File: src/rtl/irq_inject_ctrl.sv
// irq_inject_ctrl: sequences external interrupt requests into a safe decode slot
// Ports:
//   clk_i, reset_b_i     clock, synchronous active-low reset
//   irq_en_i, irq_req_i  global enable, level-sensitive request
//   id_valid_i .. exception_i  decode-stage status used to find a safe slot
//   irq_out_o            IRQ to the ID control unit (combinational, PENDING only)
//   irq_ack_o            one-cycle registered acknowledge after injection
//   pending_o, in_service_o  state decodes
//   irq_count_o          saturating count of injected interrupts
//   starve_err_o         sticky: a request waited longer than MAX_WAIT cycles
module irq_inject_ctrl #(
  parameter int HOLDOFF  = 4,
  parameter int CNT_W    = 16,
  parameter int MAX_WAIT = 255
) (
  input  logic             clk_i,
  input  logic             reset_b_i,
  input  logic             irq_en_i,
  input  logic             irq_req_i,
  input  logic             id_valid_i,
  input  logic             id_pc31_i,
  input  logic             bubble_i,
  input  logic             id_flush_i,
  input  logic             jflush_i,
  input  logic             exception_i,
  output logic             irq_out_o,
  output logic             irq_ack_o,
  output logic             pending_o,
  output logic             in_service_o,
  output logic [CNT_W-1:0] irq_count_o,
  output logic             starve_err_o
);
  localparam int HW = HOLDOFF > 1 ? $clog2(HOLDOFF) : 1;
  localparam int WW = $clog2(MAX_WAIT + 2);
  localparam logic [HW-1:0] HLD = HW'(HOLDOFF - 1);
  localparam logic [WW-1:0] WMAX = WW'(MAX_WAIT + 1);
  typedef enum logic [1:0] {S_IDLE, S_PEND, S_SVC, S_HOLD} state_e;
  state_e state_q, state_d;
  logic [HW-1:0] hold_q, hold_d;
  logic [WW-1:0] wait_q, wait_d;
  logic [CNT_W-1:0] cnt_q, cnt_d;
  logic ack_q, ack_d, starve_q, starve_d, safe;
  assign safe = id_valid_i & ~id_pc31_i & ~bubble_i & ~id_flush_i & ~jflush_i & ~exception_i;
  always_comb begin
    state_d   = state_q;
    hold_d    = hold_q;
    wait_d    = wait_q;
    cnt_d     = cnt_q;
    ack_d     = 1'b0;
    starve_d  = starve_q;
    irq_out_o = 1'b0;
    case (state_q)
      S_IDLE: if (irq_en_i & irq_req_i & ~id_pc31_i) begin
        state_d = S_PEND;
        wait_d  = '0;
      end
      S_PEND: begin
        // injection wins over a request dropping in the same cycle
        irq_out_o = safe & reset_b_i;
        if (safe) begin
          state_d = S_SVC;
          ack_d   = 1'b1;
          cnt_d   = &cnt_q ? cnt_q : cnt_q + CNT_W'(1);
        end else if (~irq_req_i | ~irq_en_i) begin
          state_d = S_IDLE;
        end else begin
          wait_d   = wait_q == WMAX ? wait_q : wait_q + WW'(1);
          starve_d = starve_q | (wait_d == WMAX);
        end
      end
      // first user-mode instruction decoded marks the handler's return
      S_SVC: if (id_valid_i & ~id_pc31_i) begin
        state_d = S_HOLD;
        hold_d  = HLD;
      end
      S_HOLD: begin
        state_d = hold_q == '0 ? S_IDLE : S_HOLD;
        hold_d  = hold_q == '0 ? hold_q : hold_q - HW'(1);
      end
    endcase
  end
  always_ff @(posedge clk_i) begin
    if (!reset_b_i) begin
      state_q  <= S_IDLE;
      hold_q   <= '0;
      wait_q   <= '0;
      cnt_q    <= '0;
      ack_q    <= 1'b0;
      starve_q <= 1'b0;
    end else begin
      state_q  <= state_d;
      hold_q   <= hold_d;
      wait_q   <= wait_d;
      cnt_q    <= cnt_d;
      ack_q    <= ack_d;
      starve_q <= starve_d;
    end
  end
  assign irq_ack_o    = ack_q;
  assign pending_o    = state_q == S_PEND;
  assign in_service_o = state_q == S_SVC;
  assign irq_count_o  = cnt_q;
  assign starve_err_o = starve_q;
endmodule

File: config.mk
export PLATFORM = sky130hd
export DESIGN_NAME = irq_inject_ctrl
export DESIGN_NICKNAME = d
export VERILOG_FILES = /design/src/rtl/irq_inject_ctrl.sv
export SDC_FILE = /design/constraint.sdc
export NUM_CORES = 1
export LEC_CHECK = 0
export CORE_MARGIN = 3
export CORE_UTILIZATION = 40
export CTS_BUF_LIST = sky130_fd_sc_hd__clkbuf_8 sky130_fd_sc_hd__clkbuf_16
export CTS_CLUSTER_SIZE = 16
export DETAILED_ROUTE_END_ITERATION = 16
export GPL_ROUTABILITY_DRIVEN = 0
export HOLD_SLACK_MARGIN = 0.05
export PLACE_DENSITY = 0.66
export SLEW_MARGIN = 20
export SYNTH_ARGS = -nofsm -noshare
export SYNTH_HDL_FRONTEND = slang
export SYNTH_SLANG_ARGS = --single-unit
File: constraint.sdc
create_clock -name clk_i -period 1.85 [get_ports clk_i]
set_input_delay 0.37 -clock clk_i [delete_from_list [all_inputs] [get_ports clk_i]]
set_output_delay 0.37 -clock clk_i [all_outputs]
set_load 0.005 [all_outputs]
## Yosys cells after proc, flatten, opt, wreduce, memory -nomap -nowiden

Cells that the tools add are included.

| operators by class | value |
|---|---|
| add/subtract/negate cells | 3 |
| multiply operators | 0 |
| divide/modulo/power cells | 0 |
| $lt $le $gt $ge | 0 |
| eq/ne operators | 11 |
| shifts and indexed selects | 0 |
| multiplexer cells | 15 |
| bitwise operators | 20 |
| reduce and logical (&&, ||, !) cells | 11 |

Operators by type and width:

| operator | number |
|---|---|
| $mux 9 | 4 |
| $eq 9x9->1 const B | 2 |
| $pmux 9 s2 | 1 |
| $add 16x1->16 const B | 1 |
| $reduce_and 16->1 | 1 |
| $mux 2 | 6 |
| $reduce_and 3->1 | 4 |
| $not 1->1 | 10 |
| $add 9x1->9 const B | 1 |
| $and 1x1->1 | 8 |
| $ne 2x2->1 const B | 4 |
| $pmux 2 s4 | 1 |
| $eq 2x2->1 const B | 2 |
| $logic_not 2->1 | 2 |
| $pmux 2 s2 | 1 |
| $reduce_and 4->1 | 1 |
| $reduce_bool 2->1 | 2 |
| $ne 3x1->1 const B | 1 |
| $eq 2x1->1 const B | 1 |
| $mux 1 | 2 |
| $ne 2x1->1 const B | 1 |
| $or 1x1->1 | 2 |
| $reduce_and 2->1 | 1 |
| $sub 2x1->2 const B | 1 |

| storage, ports and cells | value |
|---|---|
| register bits after elaboration | 31 |
| bits in latches | 0 |
| bits in writable memories | 0 |
| ROM bits | 0 |
| input bits | 10 |
| output and inout bits | 21 |
| word-level logic and storage cells | 66 |
| memories kept | 0 |

## Depth between registers and ports, before layout

Gate-level depths: netlist (run 1).

| depth | value |
|---|---|
| depth in word-level cells | 8 |
| gate-level depth with buffers | 7 |
| gate-level depth less buffers | 7 |

## Worst setup path before layout (run 1)

No wires, ideal clock.

| path | value |
|---|---|
| path kind | register to register |
| start | register cnt_q[4], in the netlist irq_count_o[4] |
| end | register cnt_q[0], in the netlist irq_count_o[0] |
| setup time | 128 ps |
| data arrival time | 1468 ps |
| required time | 1722 ps |
| setup slack | 254 ps |
| cell stages (with the launch flop) | 7 |
| path buffers | 1 |
| clock period less this slack | 1596 ps |
| cells stage by stage | dfxtp_1 > nand4_1 > nor4_2 > buf_4 > nor2_1 > xnor2_1 > nor2_1 |

| between the ends | value |
|---|---|
| cells in the longest elaborated chain, start to end | 3 |

RTL lines:

| what | RTL line | RTL |
|---|---|---|
| from (decl) | 41 | `logic [CNT_W-1:0] cnt_q, cnt_d;` |
| from (signal assigned) | 94 | `cnt_q <= cnt_d;` |
| $reduce_and 16->1 | 63 | `cnt_d = &cnt_q ? cnt_q : cnt_q + CNT_W'(1);` |
| $not 1->1 (no source line) | n/a |  |
| $reduce_and 3->1 (no source line) | n/a |  |

No other way between the ends.
A chain may end at the register's enable or synchronous reset.

## Final worst setup path (run 1)

| path | value |
|---|---|
| start | register state_q[0] |
| end | output pending_o |

| between the ends | value |
|---|---|
| cells in the longest elaborated chain, start to end | 1 |

RTL lines:

| what | RTL line | RTL |
|---|---|---|
| from (decl) | 38 | `state_e state_q, state_d;` |
| from (signal assigned) | 91 | `state_q <= state_d;` |
| $eq 2x1->1 | 100 | `assign pending_o = state_q == S_PEND;` |
| to (decl) | 28 | `output logic pending_o,` |

No other way between the ends.

==> summary.md, run 1 <==
| Metric | Value |
|---|---|
| Status | finished, final reports clean |
| Clock period minus worst slack | 1762 ps |
| Destination of the worst hold path | starve_err_o |
| Clock tree from TritonCTS | yes |
| Largest buffer count on any clock path | 2 |
| Post-Route WL | 3.926 mm |
| Port Buffers | 30 |
| Final hold violation count | 0 |
| Setup total negative slack | 0 ps |
| Yosys warnings | 0 |
| Maximum net fanout on the critical path | 12 |
| Post-DP HPWL | 2.805 mm |
| Required time worst endpoint | 1480 ps |
| Ratio of total power to cell area | 584.0 nW/um^2 |
| Grt ovf | 0 |
| Most common cell after layout, fill and taps aside | dfxtp_1 |
| Via count of the first global-routing pass | 1512 |
| Mean instance size in the synthesized netlist | 8.215 sq um |
| Measured slew at the worst slew-check pin | 666.9 ps |
| Die outline height | 71.99 um |
| Leakage dissipation | 0.7876 nW |
| Number of max-capacitance violations reported | 0 |
| Top FF cell, synth | dfxtp_1 |
| Clock-pin slew reported for the worst setup and hold paths after clock tree synthesis | 60 ps |
| Via density per instance | 5.425 |
| Total of endpoints with negative setup slack in the final report | 0 |
| Reg-to-reg critical path endpoint | irq_count_o[14] |
| Pin count of the biggest net entering global routing | 28 |
| Overall routing resource usage | 0.1701 |
| Vias | 1671 |
| Distinct cell type count after synthesis | 43 |
| Number of design-rule violations left by the first detailed-router iteration | 140 |
| Final-stage net count | 272 |
| Clk Tree Root Cell | clkbuf_8 |
| Core area | 4086 sq um |
| Clk Latency, worst-skew pair | 280 ps |
| Highest achievable clock rate | 567.6 MHz |
| Drt first pass iters | 4 |
| Slew Limit Fails | 0 |
| DRC | 0 |
| Final setup skew | 4.640 ps |
| Data arrival time at the worst-slack endpoint | 1390 ps |
| Proportion of layout cells with a drive suffix above 1 | 0.1589 |
| Reg2Reg Setup Slack | 160 ps |
| Clk sinks | 31 |
| Total Die Area | 5182 sq um |
| Antenna violations before repair | 0 |
| Path type of the worst setup path | register to output pin |
| Global-route wire length before repair | 7.107 mm |
| Multi-input combinational cell area | 1089 sq um |
| Rel. slew slack | 0.5520 |
| Number of nets with antenna violations after routing | 0 |
| Number of diodes added for antenna fixing | 0 |
| Depth of the worst hold-timing path | 2 |
| Die extent in x | 71.99 um |
| Reg2Reg Depth | 5 |
| Post-cts hold buffer count | 0 |
| Seq/Total Area, Yosys | 0.3563 |
| Number of synthesized flops with an enable pin | 0 |
| P&R area growth vs syn | 34.41% |
| Peak ir drop on the vdd network | 0.0003339 V |
| Crit path capture type | output pin |
| Top-Level Pins | 31 |
| Async set or reset register ratio after synthesis | 0 |
| HP Start | starve_err_o |
| Number of standard cells after synthesis | 212 |
| Final worst-path cycle share | 0.9523 |
| Register area | 624.3 sq um |
| Mapped Nets | 226 |
| Site Rows | 23 |
| Final worst hold slack | 451.2 ps |
| Classification of the worst-slack hold path | register to register |
| Commonest cells after routing, fill and taps aside | 28 x dfxtp_1, 26 x nor2_1, 24 x clkdlybuf4s50_1 |
| End-of-flow core utilization | 0.5729 |
| Inserted Clock Buffers | 5 |
| Seq cells post-synth | 31 |
| CP startpoint kind | register |
| Synth Cell Area | 1742 sq um |
| H-Tree Depth | 2 |
| Effective utilization at floorplan | 0.4262 |
| Worst R2R Start | irq_count_o[6] |
| Routed length per instance | 12.75 um |
| Fill cell count | 397 |
[registers in the layout, summed over array words and instances, names as in the netlist]
name          count
irq_count_o      16
wait_q            9
hold_q            2
state_q           2
irq_ack_o         1
starve_err_o      1
[timing repair]
item                       CTS  global route
pin swaps                    6             4
gates cloned                 0             0
buffers inserted             1             1
setup endpoints to repair    5            11
resized for setup            7            11
[cell type report]
type / count / area share
Timing Repair Buffer: 47 / 0.1865
Inverter: 7 / 0.01122
Multi-Input combinational cell: 166 / 0.4650
Sequential cell: 31 / 0.2667
Tap cell: 50 / 0.02672
Clock buffer: 5 / 0.02940
Clock inverter: 2 / 0.01443
[critical path, stage by stage (launching register included)]
cell	delay [ps]
dfxtp_2	340
buf_6	130
nor2b_1	130
clkdlybuf4s50_1	510
[cells in the mapped netlist, types with 2 or more instances]
cell type / count / area share
dfxtp_1: 31 / 0.36
nor2_1: 27 / 0.058
nand2_1: 15 / 0.032
xnor2_1: 14 / 0.070
nor3_1: 12 / 0.034
o21ai_0: 12 / 0.034
a21oi_1: 9 / 0.026
nand4_1: 9 / 0.032
nand3_1: 7 / 0.020
inv_1: 6 / 0.013
nor2b_1: 6 / 0.022
clkbuf_1: 5 / 0.011
a31oi_1: 4 / 0.014
and3_1: 4 / 0.014
ha_1: 4 / 0.029
or3_1: 4 / 0.014
and2_1: 3 / 0.011
mux2i_1: 3 / 0.017
nor3b_1: 3 / 0.013
nor4_2: 3 / 0.022
nor4b_2: 3 / 0.026
a311oi_1: 2 / 0.010
buf_2: 2 / 0.0057
nand2b_1: 2 / 0.0072
nor4_1: 2 / 0.0072
o21a_1: 2 / 0.0086
o31ai_1: 2 / 0.0086
[metal layers]
layer | GRT usage | part of all wire | routed length [um] | vias up
met5 | 0 | 0 | 0 | -
met4 | 0.06472 | 0.015 | 58 | 0
met3 | 0.03740 | 0.049 | 194 | 5
met2 | 0.2622 | 0.46 | 1803 | 39
met1 | 0.2323 | 0.48 | 1869 | 770
li1 | - | - | - | 857
[through the flow]
stage	instances	setup WS (ps)	power, mW	instance area, sq um
finish	308	88.17	1.367	2341
global route	308	-2.877	1.428	2341
CTS	307	-10.04	1.390	2298
detailed placement	299	-390.2	0.7534	2193
global placement	299	-320.0	0.7531	2193
floorplan	212	254.2	0.7098	1742
[kinds of logic after synthesis]
kind of cell    count (synthesis)  synth area share
simple gates                  109            0.3671
compound gates                 36            0.1243
flops                          31            0.3563
buf+inv                        15           0.03592
xor+xnor                       14           0.07040
fa+ha+maj                       4           0.02874
mux                             3           0.01724
[how the worst max path moves through the flow]
stage                    from         endpoint  depth (start not counted)  slack, ps
2_1_floorplan  irq_count_o[4]   irq_count_o[0]                          6        250
3_3_place_gp         bubble_i        irq_out_o                          5       -320
3_5_place_dp         bubble_i  irq_count_o[14]                          7       -390
4_1_cts             id_pc31_i        irq_out_o                          5        -10
5_1_grt              bubble_i  irq_count_o[14]                          9         -3
6_report           state_q[0]        pending_o                          3         90
[where the power goes]
group          internal, mW  total, mW  switching (mW)
registers             0.669      0.670         0.00108
logic                0.0342     0.0670          0.0328
clock network         0.389      0.630           0.242
No activity file was read; power rests on OpenSTA's default activity.
==> run 2, diff against run 1 <==
Settings changed: GPL_TIMING_DRIVEN from default to 0.
==> summary.md, run 2 (synthesized netlist as in run 1, its figures left out) <==
| Metric | Value |
|---|---|
| RSZ-0062 raised after global routing | true |
| End-of-flow core utilization | 0.5863 (+0.01347) |
| Clock period minus worst slack | 1766 ps (+4.544 ps) |
| Inserted Clock Buffers | 5 (unchanged) |
| Commonest cells after routing, fill and taps aside | 27 x nor2_1, 27 x dfxtp_1, 21 x clkdlybuf4s50_1 |
| Post-placement cell count | 292 (-2.3%) |
| Number of diodes added for antenna fixing | 0 (unchanged) |
| Largest buffer count on any clock path | 2 (unchanged) |
| Slowest cell on the critical path | nor4b_2 |
| Total of endpoints with negative setup slack in the final report | 0 (unchanged) |
| Reg-to-reg critical path endpoint | irq_count_o[14] |
| Clk Tree Root Cell | clkbuf_8 |
| HP Start | starve_err_o |
| Effective utilization at floorplan | 0.4262 (unchanged) |
| Routed length per instance | 13.55 um (+6.3%) |
| Max Used Layer | met4 |
| Status | finished, final reports clean |
| Pin count of the biggest net entering global routing | 11 (-61%) |
| Final-stage net count | 272 (unchanged) |
| H-Tree Depth | 2 (unchanged) |
| Post-cts hold buffer count | 0 (unchanged) |
| CP startpoint kind | input port |
| Number of non-filler instances in the completed layout | 309 (+0.32%) |
| Highest achievable clock rate | 566.1 MHz (-0.26%) |
| Clk Latency, worst-skew pair | 280 ps (about the same) |
| CP bufs+invs | 2 (unchanged) |
| Number of max-capacitance violations reported | 0 (unchanged) |
| Crit path from | exception_i |
| Grt ovf | 0 (unchanged) |
| Clock-pin slew reported for the worst setup and hold paths after clock tree synthesis | 70 ps (about the same) |
| Final worst-path cycle share | 0.9548 (+0.002456) |
| Site Rows | 23 (unchanged) |
| Die extent in x | 71.99 um (unchanged) |
| Path type of the worst setup path | input port to register |
| Classification of the worst-slack hold path | register to register |
| Slew Limit Fails | 0 (unchanged) |
| Max reg flops | 16 (unchanged) |
| Post-DP HPWL | 2.840 mm (+1.2%) |
| Final hold violation count | 0 (unchanged) |
| DR WL met2 | 2.015 mm (+12%) |
| Drt first pass iters | 4 (unchanged) |
| Vias | 1706 (+2.1%) |
| Ratio of total power to cell area | 598.9 nW/um^2 (+2.6%) |
| Global-route wire length before repair | 7.127 mm (+0.28%) |
| Required time worst endpoint | 2000 ps (+520 ps) |
| Fill cell count | 386 (-2.8%) |
| Overall routing resource usage | 0.1703 (+0.0001911) |
| Antenna violations before repair | 0 (unchanged) |
| Reg2Reg Setup Slack | 100 ps (-60 ps) |
| Delay of the slowest critical-path stage | 320 ps (-190 ps) |
| Port Buffers | 30 (unchanged) |
| Final setup skew | 6.818 ps (+2.177 ps) |
| Depth of the worst hold-timing path | 2 (unchanged) |
| Reg2Reg Depth | 5 (unchanged) |
| Via density per instance | 5.521 (+1.8%) |
| Via count of the first global-routing pass | 1574 (+4.1%) |
| Clk sinks | 31 (unchanged) |
| Worst R2R Start | irq_count_o[4] |
| Fin area | 2396 sq um (+2.4%) |
| Data arrival time at the worst-slack endpoint | 1920 ps (+530 ps) |
| Number of nets with antenna violations after routing | 0 (unchanged) |
| Register area | 625.6 sq um (+0.20%) |
| Core area | 4086 sq um (unchanged) |
| Peak ir drop on the vdd network | 0.0004238 V (+27%) |
| Proportion of layout cells with a drive suffix above 1 | 0.1737 (+0.01483) |
| Maximum net fanout on the critical path | 4 (-8) |
| Clock tree from TritonCTS | yes |
| Measured slew at the worst slew-check pin | 613.8 ps (-53.11 ps) |
| Post-Route WL | 4.188 mm (+6.7%) |
| Crit-path leading delay family | simple AND/OR/NAND/NOR gates |
| Crit path capture type | register |
| Post-placement cell area | 2105 sq um (-4.0%) |
| Die outline height | 71.99 um (unchanged) |
| Total power draw | 1.435 mW (+5.0%) |
| Length of routed wiring on met1 | 1.947 mm (+4.2%) |
| DR WL met3 | 176 um (-9.3%) |
| Multi-input combinational cell area | 1130 sq um (+3.8%) |
| DRC | 0 (unchanged) |
| Number of design-rule violations left by the first detailed-router iteration | 106 (-24%) |
| Destination of the worst hold path | starve_err_o |
| P&R area growth vs syn | 37.57% |
| Total Die Area | 5182 sq um (unchanged) |
| Rel. slew slack | 0.5877 (+0.03568) |
| Leakage dissipation | 0.8151 nW (+3.5%) |
| Top-Level Pins | 31 (unchanged) |
| Series of cell instances along the critical path | dlygate4sd2_1, nor4_4, buf_4, nand4_1, nor4b_2, xnor2_1, nor2_1 |
[run 2: how the worst max path moves through the flow]
stage,slack [ps],cells after the start,end
finish,80,7,irq_count_o[14]
global route,-20,7,wait_q[1]
CTS,6,5,irq_out_o
detailed placement,-650,5,irq_out_o
global placement,-640,5,irq_out_o
floorplan,250,6,irq_count_o[0]
[run 2: per-layer routing]
metal | global-route usage | vias up
li1 | - | 855
met1 | 0.2302 | 807
met2 | 0.2673 | 38
met3 | 0.04017 | 6
met4 | 0.05637 | 0
met5 | 0 | -
[run 2: through the flow]
step	setup TNS (ps)	worst slack, ps	hold WS (ps)
floorplan	0	254.2	445.5
global placement	-9396	-640.3	436.6
detailed placement	-9459	-653.8	449.3
CTS	0	5.516	464.4
global route	-21.16	-21.16	507.2
finish	0	83.63	457.2
[run 2: repair_timing]
item,4_1_cts,5_1_grt
cloned,0,0
pin swaps,6,8
setup endpoints to repair,24,22
setup buffers,4,6
gates resized for setup,21,15
[run 2: where the power goes]
| group | internal (mW) | switching [mW] | leakage [nW] |
|---|---|---|---|
| clock | 0.436 | 0.256 | 0.0612 |
| sequential | 0.668 | 0.00177 | 0.252 |
| combinational | 0.0354 | 0.0376 | 0.502 |
[run 2: worst register-to-register path, cell delays in order (launching register included)]
cell and delay [ps]:
dfxtp_1 420, nand4_1 240, or3_4 480, nor4b_2 280, xnor2_1 150, nor2_1 60
[run 2: area by class of cell]
class,instances,area share
inverter,7,0.01201
clock inverter,2,0.01462
buffer,7,0.02141
tap,50,0.02611
clock buffer,6,0.03446
timing repair buffer,40,0.1587
sequential,31,0.2611
multi-input combinational,166,0.4715
==> run 3, diff against run 2 <==
Settings changed: HOLD_SLACK_MARGIN 0.05 to 0.12.
==> results of run 3 <==
Final layout, timing and power as in run 2 (identical DEF).
